==> config.mk <==
export PLATFORM = sky130hd
export DESIGN_NAME = regfile_read_arbiter
export DESIGN_NICKNAME = d
export VERILOG_FILES = /design/src/rtl/regfile_arb_pkg.sv /design/src/rtl/regfile_read_arbiter_rr_pick.sv /design/src/rtl/regfile_read_arbiter.sv
export SDC_FILE = /design/constraint.sdc
export NUM_CORES = 1
export LEC_CHECK = 0
export ABC_AREA = 1
export BUFFER_PORTS_ARGS = -buffer_cell sky130_fd_sc_hd__buf_2
export CORE_MARGIN = 1
export CORE_UTILIZATION = 43
export DETAILED_ROUTE_END_ITERATION = 10
export PLACE_DENSITY = 0.83
export SLEW_MARGIN = 20
export SYNTH_ARGS = -nofsm -noshare
export SYNTH_HDL_FRONTEND = slang
export SYNTH_SLANG_ARGS = --single-unit
==> constraint.sdc <==
create_clock -name clk -period 1.4 [get_ports clk]
set_input_delay 0.14 -clock clk [delete_from_list [all_inputs] [get_ports clk]]
set_output_delay 0.14 -clock clk [all_outputs]
set_load 0.02 [all_outputs]
==> src/rtl/regfile_arb_pkg.sv <==
// rtl/regfile_arb_pkg.sv - shared types and helpers for the register-file read arbiter
package regfile_arb_pkg;

  typedef enum logic [1:0] {IDLE, READ, RESP} state_t;

  localparam int PERF_CNT_W = 16;

  function automatic int idx_w(input int n);
    return (n < 2) ? 1 : $clog2(n);
  endfunction

endpackage

==> src/rtl/regfile_read_arbiter_rr_pick.sv <==
// rtl/regfile_read_arbiter_rr_pick.sv - combinational round-robin picker
// winner is the first set req bit scanning upward from ptr with wrap-around.
module rr_pick #(
  parameter int NREQ = 4,
  parameter int ID_W = 2
) (
  input  logic [NREQ-1:0] req,
  input  logic [ID_W-1:0] ptr,
  output logic            any,
  output logic [ID_W-1:0] winner
);

  always_comb begin
    int j;
    j      = 0;
    any    = |req;
    winner = '0;
    // Scan from farthest to nearest so the nearest set bit to ptr is written last.
    for (int k = NREQ - 1; k >= 0; k--) begin
      j = (int'(ptr) + k) % NREQ;
      if (req[j[ID_W-1:0]]) winner = j[ID_W-1:0];
    end
  end

endmodule

==> src/rtl/regfile_read_arbiter.sv <==
// rtl/regfile_read_arbiter.sv - round-robin sharing of one register-file read mux
// Optional per-requester grant counters when RDARB_PERF_CNT_EN is defined.
module regfile_read_arbiter
  import regfile_arb_pkg::*;
#(
  parameter  int WIDTH = 32,
  parameter  int SEL_W = 5,
  parameter  int NREQ  = 4,
  localparam int ID_W  = idx_w(NREQ)
) (
  input  logic                  clk,
  input  logic                  rst_n,
  input  logic [NREQ-1:0]       req,
  input  logic [NREQ*SEL_W-1:0] req_addr,
  output logic [NREQ-1:0]       gnt,
  output logic [SEL_W-1:0]      mux_sel,
  input  logic [WIDTH-1:0]      mux_data,
  output logic                  rsp_valid,
  input  logic                  rsp_ready,
  output logic [WIDTH-1:0]      rsp_data,
  output logic [ID_W-1:0]       rsp_id
`ifdef RDARB_PERF_CNT_EN
  ,
  output logic [NREQ*PERF_CNT_W-1:0] grant_cnt
`endif
);

  state_t           state_q, state_d;
  logic [ID_W-1:0]  ptr_q, win_q, pick;
  logic [SEL_W-1:0] sel_q;
  logic             any, load;

  rr_pick #(.NREQ(NREQ), .ID_W(ID_W)) u_pick (
    .req    (req),
    .ptr    (ptr_q),
    .any    (any),
    .winner (pick)
  );

  // Outputs decode from state only, so reset forces them low without waiting for a clock.
  always_comb begin
    state_d   = state_q;
    load      = 1'b0;
    gnt       = '0;
    mux_sel   = '0;
    rsp_valid = 1'b0;
    case (state_q)
      IDLE: begin
        if (any) begin
          load    = 1'b1;
          state_d = READ;
        end
      end
      READ: begin
        gnt[win_q] = 1'b1;
        mux_sel    = sel_q;
        state_d    = RESP;
      end
      RESP: begin
        rsp_valid = 1'b1;
        mux_sel   = sel_q;
        if (rsp_ready) begin
          load    = any;
          state_d = any ? READ : IDLE;
        end
      end
      default: state_d = IDLE;
    endcase
  end

  always_ff @(posedge clk or negedge rst_n) begin
    if (!rst_n) begin
      state_q  <= IDLE;
      ptr_q    <= '0;
      win_q    <= '0;
      sel_q    <= '0;
      rsp_data <= '0;
      rsp_id   <= '0;
    end else begin
      state_q <= state_d;
      if (load) begin
        win_q <= pick;
        sel_q <= req_addr[int'(pick)*SEL_W +: SEL_W];
      end
      if (state_q == READ) begin
        rsp_data <= mux_data;
        rsp_id   <= win_q;
        ptr_q    <= (win_q == ID_W'(NREQ - 1)) ? '0 : win_q + 1'b1;
      end
    end
  end

`ifdef RDARB_PERF_CNT_EN
  for (genvar i = 0; i < NREQ; i++) begin : g_cnt
    logic [PERF_CNT_W-1:0] cnt;
    always_ff @(posedge clk or negedge rst_n) begin
      if (!rst_n)                    cnt <= '0;
      else if (gnt[i] && cnt != '1)  cnt <= cnt + 1'b1;
    end
    assign grant_cnt[i*PERF_CNT_W +: PERF_CNT_W] = cnt;
  end
`endif

endmodule

* Word-level counts from Yosys, hierarchy flattened
Cells that the tools add are included.
** Storage, ports and cells
- Memories kept :: 0
- Output and inout bits :: 44
- Latch bits :: 0
- ROM bits :: 0
- Bits of input ports :: 59
- Logic and storage cells :: 53
- Flip-flop bits (word level) :: 45
- Memory bits (writable) :: 0
** Cells by class
- Reductions and logical operators :: 5
- Multipliers :: 1
- Divide/modulo/power cells :: 0
- Bitwise logic cells :: 0
- Order comparisons :: 6
- Eq/ne operators :: 5
- $add $sub $neg :: 4
- Multiplexer cells :: 25
- Shifts and indexed selects :: 1
** Operators with widths (number)
- variable part select 20 x 6 -> 5 bit :: 1
- < comparator 2 x 3 -> 1 bit (second input constant) :: 5
- 2-to-1 mux 2 bit :: 7
- 2-to-1 mux 1 bit :: 9
- binary-select mux 1 bit (select 2 bit) :: 4
- one-hot mux 2 bit (3 select lines) :: 1
- multiplier 2 x 3 -> 5 bit (second input constant) :: 1
- 2-to-1 mux 5 bit :: 1
- adder 2 x 1 -> 2 bit (second input constant) :: 2
- adder 2 bit (second input constant) :: 2
- equality test 2 bit (second input constant) :: 2
- 2-to-1 mux 4 bit :: 1
- inequality test 2 bit (second input constant) :: 2
- OR reduction 4 bit :: 1
- demux 1 bit (select 2 bit) :: 1
- equality test 2 x 1 -> 1 bit (second input constant) :: 1
- >= comparator 2 x 1 -> 1 bit (second input constant) :: 1
- zero test 2 bit :: 1
- one-hot mux 1 bit (2 select lines) :: 1
- AND reduction 2 bit :: 1
- OR reduction 2 bit :: 1
- logical AND 1 bit :: 1

* Longest topological paths before layout
- Depth in word-level cells :: 9
- Gate-level depth with buffers :: 14
- Mapped depth without buffers :: 13

* Cells and area by module
Synthesis repeated with hierarchy kept, for this count alone.
** Unflattened totals
- Cell total of the unflattened synthesis :: 328
- Area total of the unflattened synthesis :: 2349.8 µm²
** By module, submodules not included
- regfile_read_arbiter :: times used 1, area each 2160.8 µm², cells an instance 282, sequential area each 1126.1 µm²
- rr_pick :: times used 1, area each 188.9 µm², cells an instance 46, sequential area each 0.0 µm²

* Worst setup path after synthesis
Ideal clock, no wire load.
- Path kind :: reg2reg
- From :: register ptr_q[0]
- To :: register sel_q[1]
- Slack :: -0.083 ns
- Required time :: 1.283 ns
- Period minus slack after synthesis :: 1.483 ns
- Setup time :: 0.117 ns
- Arrival :: 1.366 ns
- Stages on the path, launching flop included :: 12
- Path buffers :: 1
- Cell sequence :: dfrtp_1 -> buf_6 -> o21ai_2 -> nor2_1 -> nor2_2 -> nand3_4 -> nand2_4 -> nand2_1 -> nand3_1 -> nand2_1 -> nand2_1 -> nand2_1
** On the way
- Word-level cells in the longest chain between the ends :: 9
- Elaborated cells between the ends (all ways) :: 17
- Those cells by class :: add/sub (3); mul (1); shift (1); mux (12)
** Ends and longest elaborated chain
- start: declaration :: line regfile_read_arbiter.sv:29 : logic [ID_W-1:0] ptr_q, win_q, pick;
- start signal: assignment :: line regfile_read_arbiter.sv:88 : ptr_q <= (win_q == ID_W'(NREQ - 1)) ? '0 : win_q + 1'b1;
- adder 2 bit :: line regfile_read_arbiter_rr_pick.sv:20 : j = (int'(ptr) + k) % NREQ;
- binary-select mux 1 bit (select 2 bit) :: line regfile_read_arbiter_rr_pick.sv:21 : if (req[j[ID_W-1:0]]) winner = j[ID_W-1:0];
- 2-to-1 mux 1 bit (implied by the code) :: line regfile_read_arbiter_rr_pick.sv:21
- 2-to-1 mux 2 bit (3 in series) :: line regfile_read_arbiter_rr_pick.sv:21
- 2-to-1 mux 2 bit (*) :: line regfile_read_arbiter_rr_pick.sv:21
- multiplier 2 x 3 -> 5 bit (*) :: line regfile_read_arbiter.sv:83 : sel_q <= req_addr[int'(pick)*SEL_W +: SEL_W];
- variable part select 20 x 6 -> 5 bit (*) :: line regfile_read_arbiter.sv:83
- end signal: assignment :: line regfile_read_arbiter.sv:83
- end: declaration :: line regfile_read_arbiter.sv:30 : logic [SEL_W-1:0] sel_q;
Mark *: on every way between the ends. The rest lies on a longest branch, timed or not. The select of a mux whose other input is x is not followed.
A chain may end at the register's enable or synchronous reset.

* Final worst setup path
Ends and elaborated chain as after synthesis.

==> flow_summary.yaml <==
run_status:
  status: "finished with violations"
  violations: "setup timing"
synthesis:
  syn_avg_cell_area_um2: 7.69
  yosys_warnings: 0
  synthesis.nets: 384
  seq_area_frac_synth_pct: 46.2
  synthesis.area_mm2: 0.00244
  yosysUniqueCellTypes: 26
  synth_seq_cells: 45
  postSynthCellCount: 317
sta:
  fin_crit_sh_pct: 116
  setup_viol: 16
  worst_slew_pin_slew_ns: 0.302
  finalWorstSetupSlack_ns: -0.229
  setup_tns_ns: -2.32
  hold_ws_ns: 0.0328
  hold_viol: 0
  max_freq_mhz: 614
  slew_headroom_pct: 79.9
  skew_ns: 0.00666
  fin_crit_ns: 1.63
  slew_viol_final: 0
  rsz0062_at_grt: "true"
global_routing:
  grt_pass1_vias: 2389
  grtUsageMet2_pct: 38.3
  grt_use_met3_pct: 4.05
  grt-ovfl-total: 0
  antenna_found_initial: 0
  grt_max_degree: 46
  grt_pass1_wl_um: 10300
  grtUsageMet1_pct: 25.8
  grtUsageTotal_pct: 21.7
  grt_busiest_layer: "met2"
final_layout:
  mostFrequentLayoutCells: "130 x nand2_1, 92 x buf_2, 45 x dfrtp_1"
  num-fill-cells: 444
  syn_to_final_growth_pct: 49.9
  final_area_mm2: 0.00365
  layout-drive-gt1-share_pct: 45.4
  diodes: 0
  final_util_pct: 66.8
  final_common_cell: "nand2_1"
  fin_nets: 514
clock_network:
  cts-root-buf: "clkbuf_8"
  cts.path.max_buffers: 2
  clk_latency_ns: 0.29
  cts_inserted_buffers: 5
  cts_tree: "done"
  clk_pin_slew_ns: 0.09
  cts.sinks: 45
  htree_levels: 2
die:
  core_region_area_mm2: 0.00547
  num_rows: 27
  start_util_pct: 44.5
  io-pin-count: 103
  dieArea_mm2: 0.00597
  die_h_um: 77.3
  die_w_um: 77.3
worst_hold_path:
  hold_class: "in2reg"
power_and_ir_drop:
  peakVddDrop_v: 0.00122
  power_leakage_nw: 2.14
  power_density_mw_per_mm2: 2700
setup_path:
  path_max_fanout: 10
  cp.required_ns: 1.59
  criticalPathCategory: "reg2reg"
  crit_path_start_kind: "flip-flop"
  cp-end-kind: "flip-flop"
  worst_ep_arrival_time_ns: 1.82
place:
  dp_hpwl_um: 4360
  post_dp_cell_area_mm2: 0.00319
  place_ws_ns: -0.249
  port_buffers: 102
  place_congestion: 0.867
drt:
  antenna_left: 0
  num_vias: 2453
  routed_wl_um: 6360
  drcViolationCount: 0
  wire_per_inst_um: 12.3
  vias_per_cell: 4.73
  drt_iter0_drc: 77
  drt_pre_antenna_iters: 4
run:
  maxCapViolCount: 0
-- flip-flops by register name (all words and copies together) (netlist names) --
signal	flops
rsp_data	32
rsp_id	2
win_q	2
sel_q	5
state_q	2
ptr_q	2
-- kinds of logic after synthesis --
family          after synthesis  share of synthesized area (%)
flops                        45                           46.2
buf+inv                      53                           8.78
simple gates                196                           36.7
fa+ha+maj                     8                           4.11
compound gates               15                           4.26
-- worst max-delay path, stage by stage, from the launching register on --
cell,delay [ns]
dfrtp_1,0.40
buf_12,0.16
nand2_2,0.10
nand3_2,0.10
nand2_2,0.09
nand3_4,0.11
nand2_4,0.10
nand2_4,0.09
nand2_4,0.08
nand2_1,0.07
nand3_1,0.07
nand2_1,0.06
nand2_1,0.05
nand2_1,0.05
-- where the power goes --
part           internal, W  switching [W]  leakage [nW]
clock network     0.000391       0.000434        0.0433
registers          0.00197       0.000410         0.549
logic              0.00278        0.00388          1.55
-- final timing paths --
| check | start | to | slack [ns] | depth (start not counted) |
|---|---|---|---|---|
| min | mux_data[15] | rsp_data[15]$_DFFE_PN0P_ | 0.03 | 3 |
| min reg2reg | rsp_data[16]$_DFFE_PN0P_ | rsp_data[16]$_DFFE_PN0P_ | 0.47 | 2 |
| max | ptr_q[0]$_DFFE_PN0P_ | sel_q[1]$_DFFE_PN0P_ | -0.23 | 13 |
| min in group asynchronous | rst_n | rsp_data[24]$_DFFE_PN0P_ | 0.36 | 3 |
| max reg2reg | ptr_q[0]$_DFFE_PN0P_ | sel_q[1]$_DFFE_PN0P_ | -0.23 | 13 |
| max in group asynchronous | rst_n | ptr_q[0]$_DFFE_PN0P_ | 0.83 | 3 |
-- cell usage after synthesis --
master | instances | area, um2
a21oi_1 | 2 | 10.0
and3_1 | 1 | 6.26
buf_6 | 1 | 11.3
clkbuf_1 | 8 | 30.0
clkinv_1 | 1 | 3.75
dfrtp_1 | 45 | 1130
ha_1 | 8 | 100
inv_1 | 38 | 143
inv_2 | 4 | 15.0
inv_8 | 1 | 11.3
nand2_1 | 145 | 544
nand2_2 | 8 | 50.1
nand2_4 | 6 | 67.6
nand3_1 | 24 | 120
nand3_2 | 1 | 10.0
nand3_4 | 3 | 52.6
nand4_1 | 1 | 6.26
nor2_1 | 5 | 18.8
nor2_2 | 1 | 6.26
nor2_4 | 1 | 11.3
o211ai_1 | 2 | 15.0
o21ai_0 | 5 | 25.0
o21ai_2 | 2 | 17.5
o21ai_4 | 1 | 16.3
o22ai_1 | 2 | 12.5
o31ai_1 | 1 | 7.51
-- timing repair --
action | 4_1_cts | 5_1_grt
setup endpoints to repair | 50 | 27
endpoints found under the hold margin | 45 | 0
gates resized for setup | 58 | 18
cloned | 0 | 2
buffers inserted | 10 | 1
pin swaps | 12 | 4
hold buffers | 1 | 0
-- final cells by class --
cell class	instances	area, um2	share of cell area (%)
tap	72	90.1	2.47
clock inverter	1	7.51	0.205
inverter	44	178	4.86
sequential	45	1130	30.8
multi-input combinational	219	1260	34.5
clock buffer	6	82.6	2.26
timing repair buffer	132	908	24.9
-- per-stage QoR --
step / instances / total power [W]
CTS: 516 / 0.00947
global placement: 498 / 0.00757
detailed placement: 498 / 0.00779
floorplan: 317 / 0.00600
global route: 519 / 0.0106
finish: 519 / 0.00987
-- routing by layer --
metal	wire length, um	part of all wire, %
met1	2740	43
met2	3200	50
met3	309	4.9
met4	110	1.7
met5	0	0
No activity file was read; power rests on OpenSTA's default activity.
